`config.mk`:
```
export PLATFORM = sky130hd
export DESIGN_NAME = fdc_nodrive_controller
export DESIGN_NICKNAME = d
export VERILOG_FILES = /design/src/rtl/fdc_nodrive_pkg.sv /design/src/rtl/fdc_nodrive_bus_strobe.sv /design/src/rtl/fdc_nodrive_controller.sv
export SDC_FILE = /design/constraint.sdc
export NUM_CORES = 1
export LEC_CHECK = 0
export ABC_AREA = 1
export CAP_MARGIN = 5
export CORE_UTILIZATION = 30
export CTS_CLUSTER_SIZE = 40
export DETAILED_ROUTE_END_ITERATION = 8
export GPL_ROUTABILITY_DRIVEN = 0
export SLEW_MARGIN = 10
export SYNTH_ARGS = -nofsm -noshare
export SYNTH_HDL_FRONTEND = slang
export SYNTH_SLANG_ARGS = --single-unit
export TNS_END_PERCENT = 20
```
`constraint.sdc`:
```
create_clock -name clk -period 3.32 [get_ports clk]
set_clock_uncertainty 0.15 [all_clocks]
set_input_delay 0.996 -clock clk [delete_from_list [all_inputs] [get_ports clk]]
set_output_delay 0.996 -clock clk [all_outputs]
set_load 0.05 [all_outputs]
```
`src/rtl/fdc_nodrive_pkg.sv`:
```
// rtl/fdc_nodrive_pkg.sv - shared types, command table and status constants for the no-drive FDC
package fdc_nodrive_pkg;

  typedef enum logic [1:0] {
    ST_IDLE   = 2'd0,
    ST_PARAM  = 2'd1,
    ST_EXEC   = 2'd2,
    ST_RESULT = 2'd3
  } fdc_state_e;

  localparam logic [4:0] CMD_READ_TRACK    = 5'h02;
  localparam logic [4:0] CMD_SPECIFY       = 5'h03;
  localparam logic [4:0] CMD_SENSE_DRIVE   = 5'h04;
  localparam logic [4:0] CMD_WRITE_DATA    = 5'h05;
  localparam logic [4:0] CMD_READ_DATA     = 5'h06;
  localparam logic [4:0] CMD_RECALIBRATE   = 5'h07;
  localparam logic [4:0] CMD_SENSE_INT     = 5'h08;
  localparam logic [4:0] CMD_WRITE_DELETED = 5'h09;
  localparam logic [4:0] CMD_READ_ID       = 5'h0A;
  localparam logic [4:0] CMD_READ_DELETED  = 5'h0C;
  localparam logic [4:0] CMD_FORMAT        = 5'h0D;
  localparam logic [4:0] CMD_SEEK          = 5'h0F;
  localparam logic [4:0] CMD_SCAN_EQ       = 5'h11;
  localparam logic [4:0] CMD_SCAN_LE       = 5'h19;
  localparam logic [4:0] CMD_SCAN_HE       = 5'h1D;

  localparam logic [3:0] NPARAM_INVALID = 4'hF;

  localparam int MSR_RQM = 7;
  localparam int MSR_DIO = 6;
  localparam int MSR_CB  = 4;

  localparam logic [7:0] ST0_SEEK_END = 8'h78;
  localparam logic [7:0] ST0_ABNORMAL = 8'h48;
  localparam logic [7:0] ST0_INVALID  = 8'h80;

  localparam int STB_MSR_RD  = 0;
  localparam int STB_DATA_RD = 1;
  localparam int STB_DATA_WR = 2;
  localparam int STB_CTRL_WR = 3;

  // Number of parameter bytes following the command byte.
  function automatic logic [3:0] cmd_nparam(input logic [4:0] code);
    case (code)
      CMD_READ_TRACK, CMD_WRITE_DATA, CMD_READ_DATA, CMD_WRITE_DELETED,
      CMD_READ_DELETED, CMD_SCAN_EQ, CMD_SCAN_LE, CMD_SCAN_HE: cmd_nparam = 4'd8;
      CMD_FORMAT:                                               cmd_nparam = 4'd5;
      CMD_SPECIFY, CMD_SEEK:                                    cmd_nparam = 4'd2;
      CMD_SENSE_DRIVE, CMD_RECALIBRATE, CMD_READ_ID:            cmd_nparam = 4'd1;
      CMD_SENSE_INT:                                            cmd_nparam = 4'd0;
      default:                                                  cmd_nparam = NPARAM_INVALID;
    endcase
  endfunction

endpackage

```
`src/rtl/fdc_nodrive_bus_strobe.sv`:
```
// rtl/fdc_nodrive_bus_strobe.sv - start/end pulses for each decoded Z80 access
module fdc_bus_strobe (
  input  logic       clk,
  input  logic       rst_n,
  input  logic [3:0] dec,
  output logic [3:0] start,
  output logic [3:0] fin
);

  logic [3:0] dec_q, dec_d;

  always_comb dec_d = dec;

  always_ff @(posedge clk or negedge rst_n) begin
    if (!rst_n) dec_q <= '0;
    else        dec_q <= dec_d;
  end

  assign start = dec & ~dec_q;
  assign fin   = ~dec & dec_q;

endmodule

```
`src/rtl/fdc_nodrive_controller.sv`:
```
// rtl/fdc_nodrive_controller.sv - uPD765 phase sequencer that reports "no drive" to +3DOS
module fdc_nodrive_controller
  import fdc_nodrive_pkg::*;
#(
  parameter int EXEC_CYCLES = 64
) (
  input  logic        clk,
  input  logic        rst_n,
  input  logic [15:0] a,
  input  logic        iorq_n,
  input  logic        rd_n,
  input  logic        wr_n,
  input  logic [7:0]  din,
  output logic [7:0]  dout,
  output logic        oe,
  output logic        motor_on
);

  localparam int CW = (EXEC_CYCLES > 1) ? $clog2(EXEC_CYCLES) : 1;
  localparam logic [CW-1:0] EXEC_LOAD = CW'(EXEC_CYCLES - 1);

  logic       io_sel;
  logic [3:0] dec, stb_start, stb_fin;

  assign io_sel           = ~iorq_n & ~a[1];
  assign dec[STB_MSR_RD]  = io_sel & (a[15:12] == 4'h2) & ~rd_n;
  assign dec[STB_DATA_RD] = io_sel & (a[15:12] == 4'h3) & ~rd_n;
  assign dec[STB_DATA_WR] = io_sel & (a[15:12] == 4'h3) & ~wr_n;
  assign dec[STB_CTRL_WR] = io_sel & (a[15:12] == 4'h1) & ~wr_n;

  fdc_bus_strobe u_strobe (
    .clk   (clk),
    .rst_n (rst_n),
    .dec   (dec),
    .start (stb_start),
    .fin   (stb_fin)
  );

  fdc_state_e    state_q, state_d;
  logic [CW-1:0] cnt_q, cnt_d;
  logic [4:0]    cmd_q, cmd_d;
  logic [3:0]    nparam_q, nparam_d, pcount_q, pcount_d, np;
  logic [7:0]    param_q [5];
  logic [7:0]    param_d [5];
  logic [7:0]    res_q [7];
  logic [7:0]    res_d [7];
  logic [2:0]    res_len_q, res_len_d, idx_q, idx_d;
  logic          int_pending_q, int_pending_d, motor_q, motor_d;
  logic [7:0]    st0_pend_q, st0_pend_d, pcn_q, pcn_d, msr;
  logic [2:0]    hu;
  logic          chrn_valid;

  assign np         = cmd_nparam(din[4:0]);
  assign hu         = param_q[0][2:0];
  assign chrn_valid = (nparam_q == 4'd8);
  assign motor_on   = motor_q;

  always_ff @(posedge clk or negedge rst_n) begin
    if (!rst_n) begin
      state_q       <= ST_IDLE;
      cnt_q         <= '0;
      cmd_q         <= '0;
      nparam_q      <= '0;
      pcount_q      <= '0;
      param_q       <= '{default: 8'h00};
      res_q         <= '{default: 8'h00};
      res_len_q     <= '0;
      idx_q         <= '0;
      int_pending_q <= 1'b0;
      st0_pend_q    <= '0;
      pcn_q         <= '0;
      motor_q       <= 1'b0;
    end else begin
      state_q       <= state_d;
      cnt_q         <= cnt_d;
      cmd_q         <= cmd_d;
      nparam_q      <= nparam_d;
      pcount_q      <= pcount_d;
      param_q       <= param_d;
      res_q         <= res_d;
      res_len_q     <= res_len_d;
      idx_q         <= idx_d;
      int_pending_q <= int_pending_d;
      st0_pend_q    <= st0_pend_d;
      pcn_q         <= pcn_d;
      motor_q       <= motor_d;
    end
  end

  always_comb begin
    state_d       = state_q;
    cnt_d         = cnt_q;
    cmd_d         = cmd_q;
    nparam_d      = nparam_q;
    pcount_d      = pcount_q;
    param_d       = param_q;
    res_d         = res_q;
    res_len_d     = res_len_q;
    idx_d         = idx_q;
    int_pending_d = int_pending_q;
    st0_pend_d    = st0_pend_q;
    pcn_d         = pcn_q;
    motor_d       = stb_start[STB_CTRL_WR] ? din[3] : motor_q;

    case (state_q)
      ST_IDLE: begin
        if (stb_start[STB_DATA_WR]) begin
          cmd_d    = din[4:0];
          nparam_d = np;
          pcount_d = '0;
          if (np == NPARAM_INVALID) begin
            res_d[0]  = ST0_INVALID;
            res_len_d = 3'd1;
            idx_d     = '0;
            state_d   = ST_RESULT;
          end else if (np == 4'd0) begin
            cnt_d   = EXEC_LOAD;
            state_d = ST_EXEC;
          end else begin
            state_d = ST_PARAM;
          end
        end
      end
      ST_PARAM: begin
        if (stb_start[STB_DATA_WR]) begin
          // Only bytes 1..5 (hd/us and C/H/R/N) are ever reported back.
          if (pcount_q < 4'd5) param_d[pcount_q[2:0]] = din;
          pcount_d = pcount_q + 4'd1;
          if (pcount_q + 4'd1 == nparam_q) begin
            cnt_d   = EXEC_LOAD;
            state_d = ST_EXEC;
          end
        end
      end
      ST_EXEC: begin
        if (cnt_q != '0) begin
          cnt_d = cnt_q - 1'b1;
        end else begin
          idx_d = '0;
          case (cmd_q)
            CMD_SPECIFY: state_d = ST_IDLE;
            CMD_RECALIBRATE, CMD_SEEK: begin
              int_pending_d = 1'b1;
              st0_pend_d    = ST0_SEEK_END | {5'b0, hu};
              state_d       = ST_IDLE;
            end
            CMD_SENSE_DRIVE: begin
              res_d[0]  = {5'b0, hu};
              res_len_d = 3'd1;
              state_d   = ST_RESULT;
            end
            CMD_SENSE_INT: begin
              if (int_pending_q) begin
                res_d[0]      = st0_pend_q;
                res_d[1]      = pcn_q;
                res_len_d     = 3'd2;
                int_pending_d = 1'b0;
              end else begin
                res_d[0]  = ST0_INVALID;
                res_len_d = 3'd1;
              end
              state_d = ST_RESULT;
            end
            default: begin
              res_d[0]  = ST0_ABNORMAL | {5'b0, hu};
              res_d[1]  = 8'h00;
              res_d[2]  = 8'h00;
              res_d[3]  = chrn_valid ? param_q[1] : 8'h00;
              res_d[4]  = chrn_valid ? param_q[2] : 8'h00;
              res_d[5]  = chrn_valid ? param_q[3] : 8'h00;
              res_d[6]  = chrn_valid ? param_q[4] : 8'h00;
              res_len_d = 3'd7;
              state_d   = ST_RESULT;
            end
          endcase
        end
      end
      ST_RESULT: begin
        if (stb_fin[STB_DATA_RD]) begin
          if (idx_q == res_len_q - 3'd1) begin
            idx_d   = '0;
            state_d = ST_IDLE;
          end else begin
            idx_d = idx_q + 3'd1;
          end
        end
      end
      default: state_d = ST_IDLE;
    endcase
  end

  always_comb begin
    msr = 8'h00;
    case (state_q)
      ST_IDLE:   msr[MSR_RQM] = 1'b1;
      ST_PARAM:  begin msr[MSR_RQM] = 1'b1; msr[MSR_CB] = 1'b1; end
      ST_EXEC:   msr[MSR_CB] = 1'b1;
      ST_RESULT: begin msr[MSR_RQM] = 1'b1; msr[MSR_DIO] = 1'b1; msr[MSR_CB] = 1'b1; end
      default:   msr = 8'h00;
    endcase
    oe   = dec[STB_MSR_RD] | dec[STB_DATA_RD];
    dout = 8'hFF;
    if (dec[STB_MSR_RD])                             dout = msr;
    else if (dec[STB_DATA_RD] && state_q == ST_RESULT) dout = res_q[idx_q];
  end

  logic unused_ok;
  assign unused_ok = ^{stb_start[STB_MSR_RD], stb_start[STB_DATA_RD], stb_fin[STB_MSR_RD],
                       stb_fin[STB_DATA_WR], stb_fin[STB_CTRL_WR], a[11:2], a[0]};

endmodule

```
==> key figures, run 1 <==
Pwr
  – Pwr Density: 405.4 nW/um^2
  – Switching Share: 23.95%
  – Internal cell power: 2.044 mW
  – Lkg Pwr: 3.012 nW
  – Gate power share: 8.6%
  – Clk pwr share: 41.7%
  – PnR Total Power: 2.688 mW
  – Max VDD drop: 0.2455 mV
  – Seq pwr share: 49.7%
  – Net Sw Power: 0.6437 mW

Job
  – MaxCap Viol Count: 0

Floorplanning
  – Die Wd: 138.4 um
  – Die H: 138.4 um
  – # rows: 49
  – I/O Pins: 39
  – Die area: 19140 um^2
  – Core Area: 18090 um^2
  – Initial Utilization: 30.84%

Global routing
  – All-Layer GR Usage: 15.02%
  – Congestion Overflow GR: 0
  – Vias in the first global route: 4323
  – First-pass GRT wire length: 22700 um
  – Pin count of the biggest net entering global routing: 67
  – Initial antenna violation count: 0

Final layout
  – Post-layout util: 36.66%
  – Nets@finish: 772
  – Area growth, synth to finish: 18.86%
  – Fraction of layout cells with a size suffix above 1: 14.77%
  – Area of the multi-input gates: 2570 um^2
  – Storage element area: 2729 um^2
  – Fillers: 1880
  – Fin area: 6630 um^2
  – Fin cells: 967
  – Number of antenna diodes: 0

Synth
  – Number of synthesized flops with an enable pin: 0
  – Count leader, synth: nand2_1
  – Cells after Synth: 689
  – Syn nets: 728
  – Synth cell count leaders: nand2_1 (202), dfrtp_1 (109), o21ai_0 (57)
  – Register area share after synthesis: 48.90%
  – Ys Warns: 0
  – Flops & latches, synth: 109
  – Most common flop cell mapped by yosys: dfrtp_1
  – Post-Syn Area: 5578 um^2
  – Area contributors post-synth: dfrtp_1 (49%), nand2_1 (14%), o21ai_0 (5.1%)
  – Post-synth top area cell: dfrtp_1
  – Unique masters post-synth: 40
  – Mean post-synth cell area: 8.096 um^2
  – FFs w/ async S/R, synth: 100.0%
  – Post-synth top area share: 48.90%

Clock tree
  – Worst-Skew Late Latency: 360 ps
  – Worst-path clk slew: 70 ps
  – Total clock sinks: 109
  – Root buf cell: clkbuf_16
  – Max clock buf depth: 2
  – H-tree Lvls: 3
  – Number of buffers created by CTS: 9
  – CTS tree: done
  – CTS Hold Buffers Added: 0

Route
  – Vias: 4745
  – # DRC: 8
  – Vias/cell: 4.907
  – Final ANT Viol Nets: 0
  – Pre-Repair DR Iteration Count: 8
  – DR iter-0 viols: 550
  – Post-Route WL: 13800 um
  – DR WL/cell: 14.27 um

Critical path
  – CP Capture Type: output pin
  – Reg2reg setup slack: 940 ps
  – Crit start category: primary input
  – CP max-delay cell: nor4_4
  – R2r endpoint: cnt_q[0]
  – Critical path class: primary input to output pin
  – Worst R2R Start: pcount_q[0]
  – Critical Path Max Stage Delay: 290 ps
  – WP data required: 2170 ps
  – Setup crit end: dout[7]
  – Worst reg-to-reg path cell count: 10
  – CP Cell Sequence: clkdlybuf4s15_1 > buf_4 > nor4_4 > buf_6 > a22oi_2 > buf_4
  – Worst Path Max Fanout: 8
  – Worst EP arrival: 2110 ps
  – Cell repeated most along the worst path: buf_4
  – Setup crit start: rd_n

Timing
  – Rel. slew slack: 56.38%
  – Fin. Hold Viols: 0
  – Fmax: 306.9 MHz
  – Final slew viol count: 0
  – Final setup vio count: 0
  – Hold_ws: 330.2 ps
  – TNS Setup: 0 ps
  – RSZ-0062 raised after global routing: yes
  – Worst setup margin: 61.89 ps
  – Final worst path period need: 3258 ps
  – Worst Max-Slew Pin Slew: 644.1 ps
  – Final worst-path cycle share: 98.14%

Run status
  – Failing checks: design-rule violations
  – Status: complete, but fails checks

Placement
  – Placed insts: 950
  – Detail Placement HPWL: 9550 um
  – DP Area: 6246 um^2
  – DP Worst Slack: -391.4 ps
  – IO Port Bufs: 27

Min path
  – Hold crit path type: flip-flop to flip-flop
==> sequential cells by signal (all words and copies together) (netlist names), 4 cells and up <==
register    cells
nparam_q        4
param_q        32
cnt_q           6
res_q          38
pcount_q        4
st0_pend_q      4
cmd_q           5
==> what timing repair did <==
| action | in CTS | in global routing |
|---|---|---|
| hold endpoints to repair | 0 | 0 |
| pin swaps | 5 | 4 |
| setup buffers | 1 | 0 |
| gates resized for setup | 26 | 10 |
| setup endpoints to repair | 9 | 7 |
==> power by group through the flow <==
stage          Combinational, mW  Clock (mW)  Sequential [mW]
2_1_floorplan             0.0895           0             1.37
3_3_place_gp               0.230           0             1.36
3_5_place_dp               0.230           0             1.36
4_1_cts                    0.231        1.14             1.34
5_1_grt                    0.259        1.20             1.34
6_report                   0.231        1.12             1.34
==> routing by layer <==
metal / vias up / track usage, % / routed length, um
met5: - / 0 / 0
met4: 0 / 6.091 / 273
met3: 18 / 2.113 / 603
met2: 94 / 21.35 / 5855
met1: 2238 / 22.70 / 7070
li1: 2395 / - / -
==> how the worst min path moves through the flow <==
stage / startpoint / slack (ps) / to / cells after the start
2_1_floorplan: st0_pend_q[3] / 290 / st0_pend_q[3] / 2
5_1_grt: res_q[53] / 340 / res_q[53] / 2
3_3_place_gp: res_q[53] / 310 / res_q[53] / 2
6_report: st0_pend_q[3] / 330 / st0_pend_q[3] / 2
4_1_cts: st0_pend_q[3] / 330 / st0_pend_q[3] / 2
3_5_place_dp: st0_pend_q[3] / 310 / st0_pend_q[3] / 2
==> critical path, delay by kind of cell <==
kind,cells,cell delay (ps)
compound gates,1,70
buf+inv,4,760
simple gates,1,290
==> logic make-up after synthesis <==
| kind of cell | after synthesis | synth area share [%] |
|---|---|---|
| simple gates | 324 | 26.38 |
| compound gates | 158 | 15.23 |
| flops | 109 | 48.90 |
| buf+inv | 82 | 6.303 |
| fa+ha+maj | 10 | 2.243 |
| xor+xnor | 6 | 0.9421 |
==> area by class of cell <==
cell class                      count  share of cell area (%)
Sequential cell                   109                   41.16
Multi-Input combinational cell    498                   38.76
Timing Repair Buffer               62                   8.020
Tap cell                          229                   4.322
Clock buffer                       12                   3.869
Inverter                           53                   3.057
Clock inverter                      4                  0.8115
==> layout by cell type (no fill, tap or decap), drive strengths merged, types with 2 or more instances in the layout <==
cell type      Yosys  routed
dfrtp            109     109
o22ai              2       2
a211oi             2       2
nand2            208     208
inv               51      52
a21oi             32      32
nand3             21      21
a21o               3       3
clkbuf            15      13
clkinvlp           0       3
xnor2              2       2
o31ai              4       4
clkdlybuf4s50      0      10
o21ai            109     109
dlygate4sd2        0       2
a31oi              2       2
xor2               4       4
buf               14      46
ha                10      10
nor3               5       5
nand4             39      39
clkdlybuf4s15      0       3
nor2              48      48
Note: power is estimated with default switching activity, not from simulation.
==> inputs of run 2 (changes only) <==
--- a/config.mk
+++ b/config.mk
@@ -7,12 +7,16 @@
 export LEC_CHECK = 0
 export ABC_AREA = 1
 export CAP_MARGIN = 5
+export CELL_PAD_IN_SITES_DETAIL_PLACEMENT = 2
+export CELL_PAD_IN_SITES_GLOBAL_PLACEMENT = 2
 export CORE_UTILIZATION = 30
 export CTS_CLUSTER_SIZE = 40
 export DETAILED_ROUTE_END_ITERATION = 8
 export GPL_ROUTABILITY_DRIVEN = 0
+export PLACE_DENSITY_LB_ADDON = 0.1
 export SLEW_MARGIN = 10
 export SYNTH_ARGS = -nofsm -noshare
 export SYNTH_HDL_FRONTEND = slang
+export SYNTH_HIERARCHICAL = 1
 export SYNTH_SLANG_ARGS = --single-unit
 export TNS_END_PERCENT = 20
==> run 2 against run 1 <==
The flow now finishes without violations. Routed wire length grew 27%. Sequential power is essentially flat. Non-clock buffer count grew 9. Core utilization grew 0.69 points. Cell count grew 2.6%. Die area grew 2.9%. First-iteration DRC count shrank 75%. Via count grew 2.5%. Critical path depth grew 2. Hold slack is essentially flat.
==> key figures, run 2 <==
Run status
  – Status: completed

Critical path
  – Worst Path Max Fanout: 8 (unchanged)
  – CP Capture Type: output pin
  – Worst EP arrival: 2120 ps (about the same)
  – Critical Path Max Stage Delay: 240 ps (-50 ps)
  – CP Cell Sequence: dlygate4sd2_1 > nor2_2 > buf_4 > nand3_4 > nor3_4 > buf_6 > a22oi_2 > buf_6
  – Critical path class: primary input to output pin
  – Cell repeated most along the worst path: buf_6
  – Crit start category: primary input
  – WP data required: 2170 ps (about the same)
  – Critical path buffers and inverters: 4 (unchanged)
  – CP delay by family, top: buffers and inverters
  – CP max-delay cell: dlygate4sd2_1

Floorplanning
  – I/O Pins: 39 (unchanged)
  – Die H: 140.3 um (+1.4%)
  – # rows: 50 (+2.0%)
  – Initial Utilization: 30.69% (-0.15 points)
  – Die area: 19690 um^2 (+2.9%)
  – Core Area: 18710 um^2 (+3.4%)
  – Die Wd: 140.3 um (+1.4%)

Placement
  – Placed insts: 974 (+2.5%)
  – IO Port Bufs: 27 (unchanged)
  – Detail Placement HPWL: 12960 um (+36%)

Timing
  – Final setup vio count: 0 (unchanged)
  – Worst Max-Slew Pin Slew: 764.0 ps (+119.9 ps)
  – Final worst path period need: 3266 ps (+8.234 ps)
  – Hold_ws: 330.5 ps (+0.3030 ps)
  – Fmax: 306.2 MHz (-0.25%)
  – Final worst-path cycle share: 98.38% (+0.25 points)
  – Fin. Hold Viols: 0 (unchanged)
  – Rel. slew slack: 49.06% (-7.3 points)
  – TNS Setup: 0 ps (unchanged)
  – RSZ-0062 raised after global routing: yes
  – Final slew viol count: 0 (unchanged)

Final layout
  – Max FFs per register: 38 (unchanged)
  – Commonest non-fill, non-tap cell in the layout: nand2_1
  – Number of antenna diodes: 0 (unchanged)
  – Top reg by flops: res_q
  – Fin cells: 992 (+2.6%)
  – Largest regs: res_q (38), param_q (32), cnt_q (6)
  – Fraction of layout cells with a size suffix above 1: 19.79% (+5.0 points)
  – Area growth, synth to finish: 21.71%
  – Most frequent cells in the layout: nand2_1 (199), dfrtp_1 (108), inv_1 (75), nor2_1 (45)
  – Fillers: 2113 (+12%)
  – Nets@finish: 792 (+2.6%)

Global routing
  – Pin count of the biggest net entering global routing: 66 (-1.5%)
  – Congestion Overflow GR: 0 (unchanged)
  – All-Layer GR Usage: 19.40% (+4.4 points)
  – Vias in the first global route: 5396 (+25%)
  – Initial antenna violation count: 0 (unchanged)
  – First-pass GRT wire length: 29310 um (+29%)

Route
  – # DRC: 0 (-8)
  – Pre-Repair DR Iteration Count: 4 (-4)
  – Post-Route WL: 17580 um (+27%)
  – Final ANT Viol Nets: 0 (unchanged)
  – DR WL/cell: 17.72 um (+24%)
  – Vias: 4865 (+2.5%)
  – DR iter-0 viols: 139 (-75%)
  – Vias/cell: 4.904 (about the same)

Pwr
  – Lkg Pwr: 3.183 nW (+5.7%)
  – Max VDD drop: 0.2285 mV (-6.9%)
  – PnR Total Power: 2.746 mW (+2.2%)
  – Pwr Density: 393.1 nW/um^2 (-3.0%)

Synth
  – Post-Syn Area: 5741 um^2 (+2.9%)
  – Ys Warns: 6 (+6)
  – Syn nets: 733 (+0.69%)
  – Cells after Synth: 694 (+0.73%)
  – Mean post-synth cell area: 8.272 um^2 (+2.2%)

Clock tree
  – Max clock buf depth: 2 (unchanged)
  – Root buf cell: clkbuf_16
  – Number of buffers created by CTS: 9 (unchanged)
  – H-tree Lvls: 3 (unchanged)
  – CTS tree: done
  – Worst-Skew Late Latency: 370 ps (about the same)
  – Total clock sinks: 109 (unchanged)
  – Worst-path clk slew: 80 ps (about the same)

Job
  – MaxCap Viol Count: 0 (unchanged)

Min path
  – Hold crit path type: flip-flop to flip-flop
run 2: cell types whose count changed in the layout (fill, tap and decap cells not counted), moves of 5 or more:
cell	previous run	this run
nand3_2	1	7
o31ai_1	3	16
o31ai_2	1	19
o21ai_1	47	31
buf_6	3	10
buf_12	2	7
nor2_1	38	45
nand3_1	18	37
nand2_4	0	5
inv_1	45	75
o21ai_0	57	23
nand4_1	37	2
run 2: where the power goes:
part	internal, mW	switching, mW
registers	1.33	0.0102
clock network	0.544	0.585
logic	0.101	0.174
run 2: final timing paths:
| check | cells after the start | to | slack (ps) | from |
|---|---|---|---|---|
| worst max-delay path | 8 | dout[4] | 50 | a[15] |
| worst min-delay path | 2 | res_q[55] | 330 | res_q[55] |
| worst max register to register | 8 | res_q[20] | 950 | cmd_q[1] |
| worst min register to register | 2 | res_q[55] | 330 | res_q[55] |
| max in group asynchronous | 2 | param_q[15] | 1850 | rst_n |
| min in group asynchronous | 1 | idx_q[2] | 520 | rst_n |
run 2: timing repair:
action                                  in CTS  in global routing
pin swaps                                    6                  2
hold buffers                                 0                  0
resized for setup                           39                  9
buffers inserted                             2                  0
cloned                                       0                  0
endpoints found under the setup margin       8                 14
run 2: worst min-delay path, cell delays in order (launching register included):
cell and delay, ps:
dfrtp_1 350, nand2_1 60, nand2_1 50
run 2: metrics by stage:
stage               setup slack, ps  utilization [%]  instance area, um^2
finish                        53.66            37.35                 6987
global route                 -13.87            37.35                 6987
CTS                          -1.747            37.19                 6957
detailed placement           -276.4            34.85                 6519
floorplan                    -14.15                -                 5741
global placement             -243.9            34.85                 6519
run 2: routing by layer:
layer / part of all wire (%) / GRT usage (%) / up-vias / routed length, um
met5: 0 / 0 / - / 0
met3: 1.6 / 3.692 / 11 / 278
met4: 0.90 / 3.817 / 0 / 159
li1: - / - / 2373 / -
met2: 49 / 33.71 / 36 / 8663
met1: 48 / 25.08 / 2445 / 8473
run 2: layout make-up:
| class | count | area [um^2] | area share (%) |
|---|---|---|---|
| clock buffers | 9 | 225.2 | 3.223 |
| inverters | 84 | 315.3 | 4.513 |
| well taps | 234 | 292.8 | 4.191 |
| multi-input cells | 478 | 2648 | 37.89 |
| clock inverters | 7 | 83.83 | 1.200 |
| repair buffers | 71 | 693.2 | 9.921 |
| flip-flops and latches | 109 | 2729 | 39.06 |
==> inputs of run 3 (changes only) <==
--- a/config.mk
+++ b/config.mk
@@ -7,13 +7,11 @@
 export LEC_CHECK = 0
 export ABC_AREA = 1
 export CAP_MARGIN = 5
-export CELL_PAD_IN_SITES_DETAIL_PLACEMENT = 2
-export CELL_PAD_IN_SITES_GLOBAL_PLACEMENT = 2
 export CORE_UTILIZATION = 30
 export CTS_CLUSTER_SIZE = 40
 export DETAILED_ROUTE_END_ITERATION = 8
 export GPL_ROUTABILITY_DRIVEN = 0
-export PLACE_DENSITY_LB_ADDON = 0.1
+export PLACE_DENSITY_LB_ADDON = 0.2
 export SLEW_MARGIN = 10
 export SYNTH_ARGS = -nofsm -noshare
 export SYNTH_HDL_FRONTEND = slang
==> run 3 against run 2 <==
Sequential share of layout area grew 0.67 points. Final area down 1.6%. Sequential power is essentially flat. Worst setup slack improved by 21 ps. Combinational power shrank 7.3%. Via count is 4.4% lower. Routed wire length down 21%. Hold slack lost 15 ps. Highest routed layer unchanged. Die area is the same. Global-route usage shrank 4.2 points. Largest power group unchanged. First-iteration DRC count increased by 100%. Maximum frequency increased by 0.66%.
==> key figures, run 3 (same netlist as run 2, synthesis figures left out) <==
Timing
  – Final setup vio count: 0 (unchanged)
  – Final slew viol count: 0 (unchanged)
  – Fin. Hold Viols: 0 (unchanged)
  – Worst setup margin: 75.09 ps (+21.43 ps)
  – Worst Max-Slew Pin Slew: 626.4 ps (-137.6 ps)
  – Final worst-path cycle share: 97.74% (-0.65 points)
  – RSZ-0062 raised after global routing: no
  – Final worst path period need: 3245 ps (-21.43 ps)
  – TNS Setup: 0 ps (unchanged)
  – Hold_ws: 315.1 ps (-15.38 ps)
  – Rel. slew slack: 58.24% (+9.2 points)
  – Fmax: 308.2 MHz (+0.66%)

Critical path
  – Worst reg-to-reg path cell count: 11 (+3)
  – CP max-delay cell: dlygate4sd2_1
  – WP data required: 2170 ps (about the same)
  – Worst EP arrival: 2100 ps (-20 ps)
  – Critical path class: primary input to output pin
  – Worst R2R Start: pcount_q[0]
  – Critical Path Max Stage Delay: 240 ps (about the same)
  – Crit start category: primary input
  – Worst Path Max Fanout: 8 (unchanged)
  – CP Cell Sequence: dlygate4sd2_1 > nor2_2 > nand3_2 > nor3_4 > buf_6 > a21oi_2 > buf_4
  – R2r endpoint: cnt_q[4]
  – Reg2reg setup slack: 960 ps (about the same)
  – CP Capture Type: output pin

Global routing
  – Congestion Overflow GR: 0 (unchanged)
  – All-Layer GR Usage: 15.20% (-4.2 points)
  – Vias in the first global route: 4570 (-15%)
  – Pin count of the biggest net entering global routing: 66 (unchanged)
  – First-pass GRT wire length: 23520 um (-20%)
  – Initial antenna violation count: 0 (unchanged)

Run status
  – Status: completed

Final layout
  – Top reg by flops: res_q
  – Area of the multi-input gates: 2621 um^2 (-0.99%)
  – Fillers: 1964 (-7.1%)
  – Commonest non-fill, non-tap cell in the layout: nand2_1
  – Fraction of layout cells with a size suffix above 1: 19.10% (-0.69 points)
  – Largest regs: res_q (38), param_q (32), cnt_q (6)
  – Max FFs per register: 38 (unchanged)
  – Number of antenna diodes: 0 (unchanged)
  – Nets@finish: 788 (-0.51%)
  – Fin area: 6873 um^2 (-1.6%)
  – Area growth, synth to finish: 19.73%
  – Storage element area: 2730 um^2 (about the same)
  – Most frequent cells in the layout: nand2_1 (199), dfrtp_1 (107), inv_1 (75), nor2_1 (45), buf_4 (40)

Route
  – Vias/cell: 4.707 (-4.0%)
  – DR WL/cell: 13.99 um (-21%)
  – Final ANT Viol Nets: 0 (unchanged)
  – Pre-Repair DR Iteration Count: 4 (unchanged)
  – DR iter-0 viols: 280 (+100%)
  – Vias: 4651 (-4.4%)
  – Post-Route WL: 13820 um (-21%)
  – # DRC: 0 (unchanged)

Clock tree
  – Total clock sinks: 109 (unchanged)
  – Worst-Skew Late Latency: 360 ps (about the same)
  – CTS Hold Buffers Added: 0 (unchanged)
  – Root buf cell: clkbuf_16
  – Worst-path clk slew: 80 ps (about the same)
  – Number of buffers created by CTS: 9 (unchanged)
  – CTS tree: done
  – H-tree Lvls: 3 (unchanged)
  – Max clock buf depth: 2 (unchanged)

Floorplanning
  – # rows: 50 (unchanged)
  – I/O Pins: 39 (unchanged)
  – Die Wd: 140.3 um (unchanged)
  – Core Area: 18710 um^2 (unchanged)
  – Initial Utilization: 30.69% (unchanged)
  – Die H: 140.3 um (unchanged)
  – Die area: 19690 um^2 (unchanged)

Pwr
  – PnR Total Power: 2.668 mW (-2.9%)
  – Pwr Density: 388.1 nW/um^2 (-1.3%)
  – Lkg Pwr: 3.116 nW (-2.1%)
  – Max VDD drop: 0.1938 mV (-15%)

Min path
  – Hold crit path type: flip-flop to flip-flop
  – Hold Path Depth: 2 (unchanged)
  – Hold_sp: st0_pend_q[3]
  – Worst Hold End: st0_pend_q[3]

Placement
  – IO Port Bufs: 27 (unchanged)
  – Detail Placement HPWL: 10100 um (-22%)
  – DP Area: 6456 um^2 (-0.96%)
  – DP Worst Slack: -237.2 ps (+39.19 ps)

Job
  – MaxCap Viol Count: 0 (unchanged)
## run 3: per-stage QoR
stage                     cells  util, %
after global routing        988    36.74
after floorplan             694        -
final                       988    36.74
after global placement      969    34.52
after CTS                   988    36.53
after detailed placement    969    34.52
## run 3: repair_timing
| item | 4_1_cts | 5_1_grt |
|---|---|---|
| buffers inserted | 4 | 0 |
| cloned | 0 | 0 |
| gates resized for setup | 27 | 13 |
| pin swaps | 7 | 6 |
| setup endpoints to repair | 9 | 14 |
| endpoints found under the hold margin | 0 | 0 |
## run 3: cell type report
class / instances / area share [%]
sequential: 109 / 39.72
multi-input combinational: 478 / 38.14
timing repair buffer: 67 / 9.030
inverter: 84 / 4.588
tap: 234 / 4.260
clock buffer: 10 / 3.332
clock inverter: 6 / 0.9285
## run 3: routing by layer
layer	vias to the layer above	track usage, %	part of all wire, %
met5	-	0	0
met4	0	4.627	1.2
met3	11	2.564	2.8
met2	62	24.39	46
met1	2207	20.89	50
li1	2371	-	-
## run 3: worst max path at each step
stage / start / endpoint / slack (ps) / cells after the start
floorplan: a[15] / dout[4] / -10 / 4
global placement: a[15] / cnt_q[0] / -220 / 15
detailed placement: a[1] / cnt_q[4] / -240 / 15
CTS: iorq_n / dout[3] / 20 / 7
global route: a[1] / dout[1] / 20 / 7
finish: a[1] / dout[0] / 80 / 7
## run 3: critical path, delay by kind of cell
| kind | cells | cell delay, ps |
|---|---|---|
| compound gates | 1 | 70 |
| buf+inv | 3 | 620 |
| simple gates | 3 | 410 |
## run 3: power by group
part | internal (mW) | leakage [nW] | switching, mW
Sequential | 1.33 | 1.46 | 0.0117
Combinational | 0.0936 | 1.52 | 0.161
Clock | 0.533 | 0.140 | 0.535
==> variant 1 (flow settings as in run 2) <==
Re-encode `fdc_state_e` (4 states) as one-hot, 4 bits wide.
--- a/src/rtl/fdc_nodrive_pkg.sv
+++ b/src/rtl/fdc_nodrive_pkg.sv
@@ -1,11 +1,11 @@
 // rtl/fdc_nodrive_pkg.sv - shared types, command table and status constants for the no-drive FDC
 package fdc_nodrive_pkg;
 
-  typedef enum logic [1:0] {
-    ST_IDLE   = 2'd0,
-    ST_PARAM  = 2'd1,
-    ST_EXEC   = 2'd2,
-    ST_RESULT = 2'd3
+  typedef enum logic [3:0] {
+    ST_IDLE   = 4'b0001,
+    ST_PARAM  = 4'b0010,
+    ST_EXEC   = 4'b0100,
+    ST_RESULT = 4'b1000
   } fdc_state_e;
 
   localparam logic [4:0] CMD_READ_TRACK    = 5'h02;
Check against the original RTL: same outputs for any inputs over 4 cycles, from zero or initial values and one cycle with rst_n low; so few cycles prove little.
==> variant 1 against run 2 <==
- via count is 3.7% higher
- area after synthesis is 0.68% higher
- design area hardly changed
- routed wire length is 0.99% higher
- setup slack better by 17 ps
- die area is 0.66% higher
- sequential cell count is 2 higher
- count of clock-buffer cells in the layout is 1 higher
Power is not compared: it rests on default switching activity, and its combinational part moved more than twofold at a synthesized area within 25%.
==> variant 1: results <==
export IMPL_ys_warn_count=6
export IMPL_numCtsBuffers=9
export IMPL_grt_pass1_wl_um=29600
export IMPL_cts_htree_levels=3
export IMPL_syn_nets=759
export IMPL_port_buffers=27
export IMPL_firstDrtPassIters=4
export IMPL_grt_max_degree=66
export IMPL_fin_crit_sh_pct=97.9
export IMPL_drt_wirelength_per_cell_um=17.3
export IMPL_crit_fanout=8
export IMPL_clk_latency_ps=370
export IMPL_gr_usage_met2_pct=32.9
export IMPL_drtIter0Drc=186
export IMPL_swShare_pct=37.6
export IMPL_cts_buffer_depth=2
export IMPL_track_usage_pct=19.4
export IMPL_reg_top3="res_q (38), param_q (32), cnt_q (6)"
export IMPL_hold_ws_ps=328
export IMPL_vias_per_cell=4.93
export IMPL_nNetsFinal=824
export IMPL_grtUsageMet3_pct=4.04
export IMPL_power_leakage_uw=0.00321
export IMPL_cp_arrival_ps=2100
export IMPL_n_antenna_cell=0
export IMPL_grt_util_met1_pct=25.7
export IMPL_hpwl_um=13000
export IMPL_clkTransAtPathRegs_ps=80
export IMPL_antenna_found_initial=0
export IMPL_post_place_ws_ps=-437
export IMPL_maxSlewHeadroom_pct=53.8
export IMPL_outcome="finished clean"
export IMPL_drive_above_1_share_pct=16.3
export IMPL_vdd_drop_max_mv=0.235
export IMPL_min_path_type="reg2reg"
export IMPL_r2r_slack_ps=1090
export IMPL_clock_root_buffer="clkbuf_16"
export IMPL_grt_pass1_vias=5510
export IMPL_fillers=2157
## variant 1: worst paths after layout
| path | start | end | cells after the start |
|---|---|---|---|
| min in group asynchronous | rst_n | res_q[13]$_DFFE_PN0P_ | 1 |
| max | rd_n | dout[3] | 8 |
| min | res_len_q[1]$_DFFE_PN0P_ | res_len_q[1]$_DFFE_PN0P_ | 2 |
| max in group asynchronous | rst_n | state_q[0]$_DFFE_PN1P_ | 2 |
| max reg2reg | pcount_q[1]$_DFFE_PN0P_ | state_q[0]$_DFFE_PN1P_ | 10 |
| min reg2reg | res_len_q[1]$_DFFE_PN0P_ | res_len_q[1]$_DFFE_PN0P_ | 2 |
## variant 1: layout make-up
type,instances,area share (%)
timing repair buffer,79,9.64
inverter,94,5.20
clock buffer,10,3.42
tap,234,4.19
multi-input combinational,490,36.9
sequential,111,39.8
clock inverter,6,0.806
## variant 1: stage by stage
stage          setup TNS [ps]  instances  area (sq um)
4_1_cts                     0       1020          6940
3_3_place_gp            -2710       1001          6570
5_1_grt                 -23.1       1024          6980
2_1_floorplan               0        720          5780
3_5_place_dp            -5170       1001          6570
6_report                    0       1024          6980
## variant 1: worst max-delay path, stage by stage
cell           delay (ps)
dlygate4sd2_1         240
inv_1                  60
nand2_2                70
buf_4                 150
nor3_2                120
buf_4                 180
a31oi_1                90
buf_4                 200
## variant 1: repair_timing
| item | in CTS | in global routing |
|---|---|---|
| hold buffers | 0 | 0 |
| endpoints found under the hold margin | 0 | 0 |
| pin swaps | 7 | 2 |
| gates resized for setup | 35 | 6 |
| endpoints found under the setup margin | 9 | 7 |
| buffers inserted | 3 | 4 |
## variant 1: metal layers
layer | share of wire [%] | up-vias
met4 | 0.77 | 0
met5 | 0 | -
met3 | 3.2 | 14
li1 | - | 2476
met1 | 48 | 2504
met2 | 48 | 53
## variant 1: power groups by stage
| stage | sequential, uW | clock [uW] | combinational (uW) |
|---|---|---|---|
| after floorplan | 1600 | 0 | 771 |
| after global placement | 1620 | 0 | 1210 |
| after detailed placement | 1630 | 0 | 1270 |
| after CTS | 1610 | 1160 | 1290 |
| after global routing | 1630 | 1210 | 1450 |
| final | 1610 | 1120 | 1280 |
==> variant 2 (settings of run 2) <==
Without the edit above. Set the parameter `EXEC_CYCLES` to 32 (it was 64).
--- a/src/rtl/fdc_nodrive_controller.sv
+++ b/src/rtl/fdc_nodrive_controller.sv
@@ -2,7 +2,7 @@
 module fdc_nodrive_controller
   import fdc_nodrive_pkg::*;
 #(
-  parameter int EXEC_CYCLES = 64
+  parameter int EXEC_CYCLES = 32
 ) (
   input  logic        clk,
   input  logic        rst_n,
Check against the original RTL: same outputs for any inputs over 4 cycles, from zero or initial values and one cycle with rst_n low; that may be too few to reach the edited logic, so the function may still have changed.
==> variant 2 against run 2 <==
- the run now ends with DRC, setup timing left
- sequential cell count is 1 lower
- design area is 2.8% lower
- power is 3.7% lower
- global-route usage is 0.37 points lower
- routed wire length is 3.7% lower
- setup slack worse by 110 ps
- area after synthesis is 2.4% lower
- die area is 2.4% lower
- critical path type unchanged
- critical endpoint is now dout[1]
- largest power group unchanged
==> variant 2: results <==
export IMPL_outcome="finished, violations left"
export IMPL_ys_warn_count=6
export IMPL_vias_per_cell=4.86
export IMPL_power_leakage_uw=0.00310
export IMPL_clkTransAtPathRegs_ps=70
export IMPL_cp_arrival_ps=2230
export IMPL_vdd_drop_max_mv=0.237
export IMPL_maxSlewHeadroom_pct=57.3
export IMPL_grt_pass1_vias=5307
export IMPL_hpwl_um=12700
export IMPL_grt_pass1_wl_um=28500
export IMPL_drtIter0Drc=153
export IMPL_reg_top3="res_q (38), param_q (32)"
export IMPL_postCtsHoldBufs=0
export IMPL_netlist_instances=691
export IMPL_antenna_found_initial=0
export IMPL_clk_latency_ps=360
export IMPL_n_antenna_cell=0
export IMPL_route_detailed_drc=6
export IMPL_cts_htree_levels=3
export IMPL_instances_no_fill=983
export IMPL_violations="DRC, setup timing"
export IMPL_track_usage_pct=19.0
export IMPL_syn_nets=730
export IMPL_setup_viol=8
export IMPL_grt_max_degree=109
export IMPL_cts_buffer_depth=2
export IMPL_drive_above_1_share_pct=19.9
export IMPL_fillers=2088
export IMPL_dp_cells=962
export IMPL_post_place_ws_ps=-647
export IMPL_totalWireLength_um=16900
export IMPL_crit_fanout=5
export IMPL_numCtsBuffers=9
export IMPL_worst_slack_ps=-55.1
export IMPL_clock_root_buffer="clkbuf_16"
export IMPL_port_buffers=27
export IMPL_nNetsFinal=788
export IMPL_firstDrtPassIters=6
export IMPL_switchingPower_uw=699
export IMPL_min_path_type="reg2reg"
-- variant 2: cell count changes in the layout (fill, tap and decap cells not counted), sizes merged, moves of 9 or more --
cell	delta
o31ai	-34
inv	-15
a21oi	-16
nand3	-9
o21ai	+38
nand2	+29
-- variant 2: power by group through the flow --
stage                     clock network (uW)  logic (uW)  registers (uW)
final                                   1080         234            1330
after global routing                    1170         261            1330
after CTS                               1130         238            1330
after global placement                     0         222            1360
after floorplan                            0        93.8            1360
after detailed placement                   0         231            1350
-- variant 2: worst paths after layout --
path / from / end / slack [ps] / depth (start not counted)
worst min-delay path: res_len_q[1]$_DFFE_PN0P_ / res_len_q[1]$_DFFE_PN0P_ / 320 / 2
worst min register to register: res_len_q[1]$_DFFE_PN0P_ / res_len_q[1]$_DFFE_PN0P_ / 320 / 2
max in group asynchronous: rst_n / hu[1]$_DFFE_PN0P_ / 1980 / 2
worst max-delay path: a[14] / dout[1] / -60 / 10
min in group asynchronous: rst_n / res_q[30]$_DFFE_PN0P_ / 530 / 2
worst max register to register: pcount_q[0]$_DFFE_PN0P_ / cnt_q[2]$_DFFE_PN0P_ / 890 / 12
-- variant 2: metal layers --
| metal | GRT usage, % | vias to the layer above | part of all wire [%] |
|---|---|---|---|
| li1 | - | 2351 | - |
| met1 | 26.7 | 2368 | 51 |
| met3 | 2.62 | 16 | 1.8 |
| met5 | 0 | - | 0 |
| met4 | 6.02 | 0 | 1.4 |
| met2 | 30.4 | 39 | 46 |
-- variant 2: layout make-up --
class | count | share of cell area, %
clock buffer | 10 | 3.52
clock inverter | 6 | 0.756
inverter | 68 | 3.83
multi-input combinational | 494 | 38.2
sequential | 108 | 39.8
tap | 229 | 4.22
timing repair buffer | 68 | 9.68
-- variant 2: critical path, stage by stage --
cell	delay [ps]
buf_6	90
or2_4	240
nor2_4	120
nand2_2	80
nor2_4	120
nand2_2	80
buf_6	140
a21oi_2	90
a21oi_1	70
buf_4	190
-- variant 2: through the flow --
step / TNS [ps] / util (%) / hold slack [ps] / cell area [sq um]
3_5_place_dp: -31910 / 34.9 / 314 / 6330
5_1_grt: -810 / 37.4 / 355 / 6790
6_report: -260 / 37.4 / 323 / 6790
4_1_cts: -657 / 37.1 / 332 / 6730
2_1_floorplan: -442 / - / 284 / 5600
3_3_place_gp: -22560 / 34.9 / 306 / 6330
-- variant 2: repair_timing --
item,CTS,global route
buffers inserted,4,1
endpoints found under the setup margin,51,50
gates resized for setup,39,14
pin swaps,10,3
hold endpoints to repair,0,0
